**src/rtl/rpspmc_pkg.sv**
```systemverilog
// Shared types and sizing helpers for the RPSPMC sample-rate converters.
package rpspmc_pkg;

  typedef enum logic [1:0] {
    EMPTY = 2'd0,
    HOLD  = 2'd1,
    RUN   = 2'd2
  } state_t;

  // Accumulator holds sample<<INTERP_L plus one guard bit for the ramp sum.
  function automatic int acc_width(input int sample_width, input int interp_l);
    return sample_width + interp_l + 1;
  endfunction

endpackage

```
**src/rtl/interp_step_acc.sv**
```systemverilog
// Ramp accumulator for the interpolator: holds acc/delta/step count and
// produces the output slice plus the end-of-segment indication.
module interp_step_acc
  import rpspmc_pkg::*;
#(
  parameter int SAXIS_TDATA_WIDTH = 32,
  parameter int MAXIS_TDATA_WIDTH = 32,
  parameter int INTERP_L          = 6
) (
  input  logic                                a_clk,
  input  logic                                reset,
  input  logic                                load_first,
  input  logic signed [SAXIS_TDATA_WIDTH-1:0] first_sample,
  input  logic                                load_seg,
  input  logic signed [SAXIS_TDATA_WIDTH-1:0] seg_next,
  input  logic signed [SAXIS_TDATA_WIDTH-1:0] seg_cur,
  input  logic                                step,
  input  logic                                halt,
  output logic                                last_step,
  output logic signed [MAXIS_TDATA_WIDTH-1:0] tdata
);

  localparam int AW = acc_width(SAXIS_TDATA_WIDTH, INTERP_L);
  localparam int DW = SAXIS_TDATA_WIDTH + 1;

  logic signed [AW-1:0]       acc;
  logic signed [DW-1:0]       delta;
  logic        [INTERP_L-1:0] k;

  logic signed [DW-1:0] seg_delta;
  logic signed [AW-1:0] acc_first;
  logic signed [AW-1:0] acc_next;

  assign seg_delta = DW'(seg_next) - DW'(seg_cur);
  assign acc_first = AW'(first_sample) <<< INTERP_L;
  assign acc_next  = acc + AW'(delta);

  // Later assignments win: a segment reload in the same cycle as the final
  // step restarts k and replaces delta while acc still takes that step.
  always_ff @(posedge a_clk) begin
    if (reset) begin
      acc   <= '0;
      delta <= '0;
      k     <= '0;
    end else begin
      if (load_first) begin
        acc   <= acc_first;
        delta <= '0;
        k     <= '0;
      end
      if (step) begin
        acc <= acc_next;
        k   <= k + INTERP_L'(1);
      end
      if (load_seg) begin
        delta <= seg_delta;
        k     <= '0;
      end
      if (halt) begin
        delta <= '0;
      end
    end
  end

  assign last_step = &k;
  assign tdata     = acc[INTERP_L+SAXIS_TDATA_WIDTH-1 -: MAXIS_TDATA_WIDTH];

endmodule

```
**src/rtl/axis_fir_interp.sv**
```systemverilog
// Linear interpolator: expands each low-rate AXIS sample into 2^INTERP_L
// ramp steps paced by next_dv, with a one-entry look-ahead input buffer.
//
// state | meaning
// EMPTY | no sample seen since reset; output invalid
// HOLD  | output parked at x_cur, waiting for a buffered sample
// RUN   | stepping acc from previous sample toward x_cur on each next_dv
module axis_fir_interp
  import rpspmc_pkg::*;
#(
  parameter int SAXIS_TDATA_WIDTH = 32,
  parameter int MAXIS_TDATA_WIDTH = 32,
  parameter int INTERP_L          = 6
) (
  input  logic                                a_clk,
  input  logic                                reset,
  input  logic                                next_dv,
  input  logic signed [SAXIS_TDATA_WIDTH-1:0] S_AXIS_tdata,
  input  logic                                S_AXIS_tvalid,
  output logic                                S_AXIS_tready,
  output logic signed [MAXIS_TDATA_WIDTH-1:0] M_AXIS_tdata,
  output logic                                M_AXIS_tvalid,
  output logic                                underrun
);

  state_t state, state_nxt;

  logic signed [SAXIS_TDATA_WIDTH-1:0] x_cur;
  logic signed [SAXIS_TDATA_WIDTH-1:0] next_buf;
  logic                                next_full;
  logic                                out_valid;
  logic                                underrun_q;

  logic accept;
  logic load_first;
  logic load_seg;
  logic step;
  logic halt;
  logic consume;
  logic set_underrun;
  logic last_step;

  assign S_AXIS_tready = !next_full;
  assign accept        = S_AXIS_tvalid && !next_full;
  assign M_AXIS_tvalid = out_valid;
  assign underrun      = underrun_q;

  always_comb begin
    state_nxt    = state;
    load_first   = 1'b0;
    load_seg     = 1'b0;
    step         = 1'b0;
    halt         = 1'b0;
    consume      = 1'b0;
    set_underrun = 1'b0;
    case (state)
      EMPTY: begin
        if (accept) begin
          load_first = 1'b1;
          state_nxt  = HOLD;
        end
      end
      HOLD: begin
        if (next_dv && next_full) begin
          load_seg  = 1'b1;
          consume   = 1'b1;
          state_nxt = RUN;
        end
      end
      RUN: begin
        if (next_dv) begin
          step = 1'b1;
          if (last_step) begin
            if (next_full) begin
              load_seg = 1'b1;
              consume  = 1'b1;
            end else begin
              halt         = 1'b1;
              set_underrun = 1'b1;
              state_nxt    = HOLD;
            end
          end
        end
      end
      default: state_nxt = EMPTY;
    endcase
  end

  // The very first sample goes straight to x_cur; later ones wait in next_buf.
  always_ff @(posedge a_clk) begin
    if (reset) begin
      state      <= EMPTY;
      x_cur      <= '0;
      next_buf   <= '0;
      next_full  <= 1'b0;
      out_valid  <= 1'b0;
      underrun_q <= 1'b0;
    end else begin
      state <= state_nxt;
      if (load_first) begin
        x_cur     <= S_AXIS_tdata;
        out_valid <= 1'b1;
      end
      if (accept && state != EMPTY) begin
        next_buf  <= S_AXIS_tdata;
        next_full <= 1'b1;
      end
      if (consume) begin
        x_cur     <= next_buf;
        next_full <= 1'b0;
      end
      if (set_underrun) begin
        underrun_q <= 1'b1;
      end
    end
  end

  interp_step_acc #(
    .SAXIS_TDATA_WIDTH(SAXIS_TDATA_WIDTH),
    .MAXIS_TDATA_WIDTH(MAXIS_TDATA_WIDTH),
    .INTERP_L         (INTERP_L)
  ) u_step_acc (
    .a_clk       (a_clk),
    .reset       (reset),
    .load_first  (load_first),
    .first_sample(S_AXIS_tdata),
    .load_seg    (load_seg),
    .seg_next    (next_buf),
    .seg_cur     (x_cur),
    .step        (step),
    .halt        (halt),
    .last_step   (last_step),
    .tdata       (M_AXIS_tdata)
  );

endmodule

```
**config.mk**
```make
export PLATFORM = sky130hd
export DESIGN_NAME = axis_fir_interp
export DESIGN_NICKNAME = d
export VERILOG_FILES = /design/src/rtl/rpspmc_pkg.sv /design/src/rtl/interp_step_acc.sv /design/src/rtl/axis_fir_interp.sv
export SDC_FILE = /design/constraint.sdc
export NUM_CORES = 1
export LEC_CHECK = 0
export CAP_MARGIN = 20
export CORE_UTILIZATION = 45
export CTS_CLUSTER_SIZE = 20
export DETAILED_ROUTE_END_ITERATION = 10
export GPL_TIMING_DRIVEN = 0
export PLACE_DENSITY = 0.67
export SETUP_SLACK_MARGIN = 0.5
export SYNTH_ARGS = -nofsm -noshare
export SYNTH_HDL_FRONTEND = slang
export SYNTH_HIERARCHICAL = 1
export SYNTH_SLANG_ARGS = --single-unit
```
**constraint.sdc**
```tcl
create_clock -name a_clk -period 7.1 [get_ports a_clk]
set_input_delay 1.42 -clock a_clk [delete_from_list [all_inputs] [get_ports a_clk]]
set_output_delay 1.42 -clock a_clk [all_outputs]
set_load 0.1 [all_outputs]
```
==> After elaboration in Yosys (flattened, before gate mapping) <==
Index checks and enable logic that the tools add are counted.
{ "classes": {"n_div": 0, "multipliers": 0, "bitwise": 0, "magnitude_cmp": 0, "addsub": 3, "reduce_logical": 12, "shifts": 0, "n_mux": 27, "n_eq_ne": 7} }
{ "op_table": {"columns": ["cell", "count"], "rows": [
  ["$mux 39", 2],
  ["$mux 33", 2],
  ["$mux 32", 2],
  ["$add 39x33->39", 1],
  ["$sub 32x32->33", 1],
  ["$mux 1", 12],
  ["$mux 6", 2],
  ["$mux 2", 5],
  ["$ne 2x2->1 const B", 5],
  ["$add 6x1->6 const B", 1],
  ["$pmux 2 s3", 1],
  ["$reduce_and 6->1", 1],
  ["$reduce_bool 2->1", 3],
  ["$reduce_and 5->1", 1],
  ["$reduce_or 2->1", 2],
  ["$logic_and 1x1->1", 3],
  ["$eq 2x1->1 const B", 1],
  ["$eq 2x2->1 const B", 1],
  ["$logic_not 2->1", 1],
  ["$pmux 1 s2", 1],
  ["$logic_not 1->1", 1]
]} }
{ "word_totals": {"elab_cells": 58, "output_inout_bits": 35, "in_bits": 36, "regBits": 147, "mem_bits_rw": 0, "rom_bits": 0, "memories": 0, "latchBits": 0} }

==> Depth between registers and ports, before layout <==
{ "depth": {"depth_word": 6, "ltp_mapped": 14, "ltp_nobuf": 14} }

==> Hierarchy <==
The synthesis kept the hierarchy.
{ "modules_own_cells": {"columns": ["mod", "instances", "area_each_um2", "cells_per_inst"], "rows": [
  ["interp_step_acc", 1, 6915.4, 881],
  ["axis_fir_interp", 1, 2834.0, 325]
]} }

==> Worst setup path before layout <==
Ideal clock, no wire load.
{ "synth_timing": {"path_kind": "input-to-reg", "start": "input port S_AXIS_tvalid", "end": "register u_step_acc.acc[35]", "arrival_time_ns": 2.859, "stages": 8, "n_path_buf": 3, "required_time_ns": 6.967, "slack_ns": 4.108, "setup_time_ns": 0.133, "cell_sequence": "nand3_1 -> buf_4 -> buf_4 -> inv_1 -> clkbuf_1 -> mux2_2 -> o211ai_1 -> a21oi_1"} }
{ "synth_between": {"elab_chain_cells": 4} }
{ "synth_rtl": {"columns": ["element", "line_no", "source"], "rows": [
  ["from (decl)", "axis_fir_interp.sv:19", "input logic S_AXIS_tvalid,"],
  ["$logic_and 1x1->1", "axis_fir_interp.sv:44", "assign accept = S_AXIS_tvalid && !next_full;"],
  ["$mux 1", "axis_fir_interp.sv:58", "if (accept) begin"],
  ["$mux 1", "axis_fir_interp.sv:56", "case (state)"],
  ["net load_first", "axis_fir_interp.sv:35", "logic load_first;"],
  ["$reduce_bool 2->1 (no line)", null, null],
  ["to (signal assigned)", "interp_step_acc.sv:47", "acc <= acc_first;"],
  ["to (signal assigned)", "interp_step_acc.sv:52", "acc <= acc_next;"],
  ["to (decl)", "interp_step_acc.sv:26", "logic signed [AW-1:0] acc;"]
]} }
The timed path passes the listed nets, and every way through them passes these cells.
A chain may end at the register's enable or synchronous reset.

==> Final worst setup path <==
{ "layout_timing": {"start": "input port S_AXIS_tvalid", "end": "register u_step_acc.acc[27]"} }
The elaborated chain is that of the path after synthesis.

==> results.ini <==
[synthesis]
ys_types = 73
synth_edf_count = 0
synthesis.area_sq_um = 9750
syn-num-nets = 1320
async_flop_share = 0
yosysTopAreaCell = dfxtp_1
yosys_warnings = 6
postSynthAreaPerCell_sq_um = 8.08
synth_seq_area_share = 0.300
yosys-top-cells-area = dfxtp_1 30%, ha_1 9.8%, a21oi_1 6.6%, a211oi_1 6.4%, mux2i_1 4.5%
synth_cells = 1206
ys.flop_type = dfxtp_1
ys_ff_latch = 146
synth_top_cell_area_share = 0.300

[placed_design]
dp_hpwl_microns = 21600
port_buffers = 70
dp.cells = 1551
gp_congestion = 0.892

[sta]
drv_slew = 0
min_period_ns = 3.83
max_freq_mhz = 261
fin_crit_sh = 0.539
rsz0062_at_grt = no
hold_viol = 0
worstMarginPinSlew_ns = 0.973
fin_skew_ns = 0.00843
finalSetupViolations = 0
max_slew_margin = 0.349
setup_tns_ns = 0

[global_routing]
gr-usage-met1 = 0.374
grt_first_pass_wirelength_microns = 46300
grt_busiest_layer = met2
grt-ovfl-total = 0
gr-usage-met2 = 0.427
antenna_found_initial = 0
track_usage = 0.270
grt_pass1_vias = 8499
grt_util_met3 = 0.0306
grt_max_degree = 17

[power]
power.internal_w = 0.00235
switching_share = 0.436
p_leak_nw = 4.93
ir_drop_v = 0.000194
power_frac_clock = 0.238
p_seq_frac = 0.251
combPwrFrac = 0.512
p_sw_w = 0.00182
powerDensity_nw_per_um2 = 365

[clocking]
cts-root-buf = clkbuf_16
clkTransAtPathRegs_ns = 0.06
cts_tree = done
h-tree-depth = 4
post_cts_buffers = 0
ctsHoldBuffers = 0
numCtsBuffers = 17
clock-sinks = 146
cts_resized = 0
insertion_delay_ns = 0.43
cts_buffer_depth = 2

[finish]
final_nets = 1409
multi_input_area_sq_um = 6110
stdcell_count = 1582
register_area_sq_um = 2920
layout-drive-gt1-share = 0.0757
diodes = 0
final_cell_mix = 146 x dfxtp_1, 128 x a21oi_1, 114 x nand2_1
final_common_cell = dfxtp_1
nFillCells = 2016
syn2layout_area_growth_pct = 17.2

[drt]
wl_per_cell_microns = 18.5
drt_iter0_markers = 668
ant_nets = 0
via_per_inst = 5.78
drt-total-wl_microns = 29200
drc = 0
firstDrtPassIters = 5
vias = 9144

[critical_path]
cp-start-kind = input port
cp_slowest_stage_delay_ns = 0.60
r2r-start = next_buf[0]
reg2reg_depth = 14
reg2reg_slack_ns = 3.78
critical_path.cell_chain = clkdlybuf4s50_1, nand3_1, buf_4, buf_4, inv_1, clkbuf_1, clkbuf_1, a211oi_1, a211oi_1
endpoint = u_step_acc/acc[27]
crit_path_top_delay_cell = clkbuf_1
critPathRequiredTime_ns = 7.43
cp.depth = 9
critPathTopFamily = buffers and inverters
timing.critical_path.buf_inv = 6
regToRegEndpoint = u_step_acc/delta[30]
worstSetupPathType = in -> reg
end_kind = flop
critPathMaxFanout = 10
worstPathArrival_ns = 4.15
startpoint = S_AXIS_tvalid

[min_path]
hp-class = reg -> reg

[floorplanning]
chipWidth_microns = 149
die_h_microns = 149
num_io_pins = 71
num_rows = 53
die-area_sq_um = 22300
initial_core_util = 0.461
coreArea_sq_um = 21200

[job]
drv_cap = 0

[outcome]
status = complete, no violations

[per-stage QoR]
stage          utilization  hold WS (ns)  power (W)  setup WS, ns  cell area (sq um)
6_report             0.540         0.461    0.00417          3.27              11400
5_1_grt              0.540         0.478    0.00439          3.17              11400
4_1_cts              0.540         0.462    0.00416          3.31              11400
3_5_place_dp         0.510         0.454    0.00315          2.92              10800
3_3_place_gp         0.510         0.446    0.00313          2.92              10800
2_1_floorplan            -         0.429    0.00266          4.11               9750
[cells in the mapped netlist, types with 3 or more instances]
cell / count
mux2i_1: 44
inv_1: 58
o31ai_1: 4
a21o_1: 42
nor3b_1: 27
nand2b_1: 8
o21ai_0: 45
buf_4: 36
nor3_1: 10
nand4_1: 7
xnor2_1: 27
o21ai_1: 7
o21ai_2: 3
or3_1: 3
o21bai_1: 8
o211ai_1: 5
a211oi_1: 83
buf_1: 4
o21a_1: 5
nand4b_1: 3
ha_1: 76
and3_1: 8
o31a_1: 3
nor2_1: 98
xor2_1: 28
clkbuf_1: 49
a21oi_1: 128
and2_1: 3
dfxtp_1: 146
nor2b_1: 37
buf_2: 6
nand2_1: 114
a31oi_1: 6
nor4b_1: 3
or2_2: 6
nand3_1: 17
[cells by family (layout without fill, tap and decap cells)]
logic type	Yosys count	count (layout)	share of synthesized area
compound gates	374	374	0.252
xor+xnor	55	55	0.0494
fa+ha+maj	78	78	0.102
buf+inv	153	254	0.0735
flops	146	146	0.300
mux	46	46	0.0475
simple gates	354	354	0.177
[worst min-delay path by stage]
stage | to | startpoint | slack (ns) | cells after the start
after floorplan | u_step_acc/delta[15] | u_step_acc/delta[15] | 0.43 | 2
after global placement | u_step_acc/delta[27] | u_step_acc/delta[27] | 0.45 | 2
after detailed placement | u_step_acc/delta[25] | u_step_acc/delta[25] | 0.45 | 2
after CTS | u_step_acc/delta[25] | u_step_acc/delta[25] | 0.46 | 2
after global routing | u_step_acc/delta[27] | u_step_acc/delta[27] | 0.48 | 2
final | u_step_acc/delta[25] | u_step_acc/delta[25] | 0.46 | 2
[worst min-delay path: stages (launching register included)]
cell and delay (ns):
dfxtp_1 0.32, nand2_1 0.05, o21ai_1 0.05
[per-layer routing]
metal / routed length, microns / share of wire / up-vias
met5: 0 / 0 / -
met3: 1580 / 0.054 / 55
li1: - / - / 4446
met1: 13700 / 0.47 / 4324
met2: 13200 / 0.45 / 319
met4: 821 / 0.028 / 0
[cell type report]
cell class | count | share of cell area
buffer | 95 | 0.0437
multi-input combinational | 907 | 0.534
clock buffer | 22 | 0.0424
sequential | 146 | 0.256
tap | 275 | 0.0301
timing repair buffer | 70 | 0.0613
inverter | 58 | 0.0190
clock inverter | 9 | 0.0134
[power groups by stage]
| stage | Combinational [W] | Sequential (W) | Clock (W) |
|---|---|---|---|
| 3_3_place_gp | 0.00207 | 0.00106 | 0 |
| 6_report | 0.00213 | 0.00105 | 0.000991 |
| 2_1_floorplan | 0.00162 | 0.00103 | 0 |
| 5_1_grt | 0.00229 | 0.00106 | 0.00104 |
| 4_1_cts | 0.00211 | 0.00104 | 0.00100 |
| 3_5_place_dp | 0.00209 | 0.00106 | 0 |
[flip-flops by register name, summed over array words and instances (netlist names)]
signal,flops
underrun,1
u_step_acc/k,6
state,2
u_step_acc/acc,38
x_cur,32
next_full,1
next_buf,32
M_AXIS_tvalid,1
u_step_acc/delta,33
No activity file was read; power rests on OpenSTA's default activity.
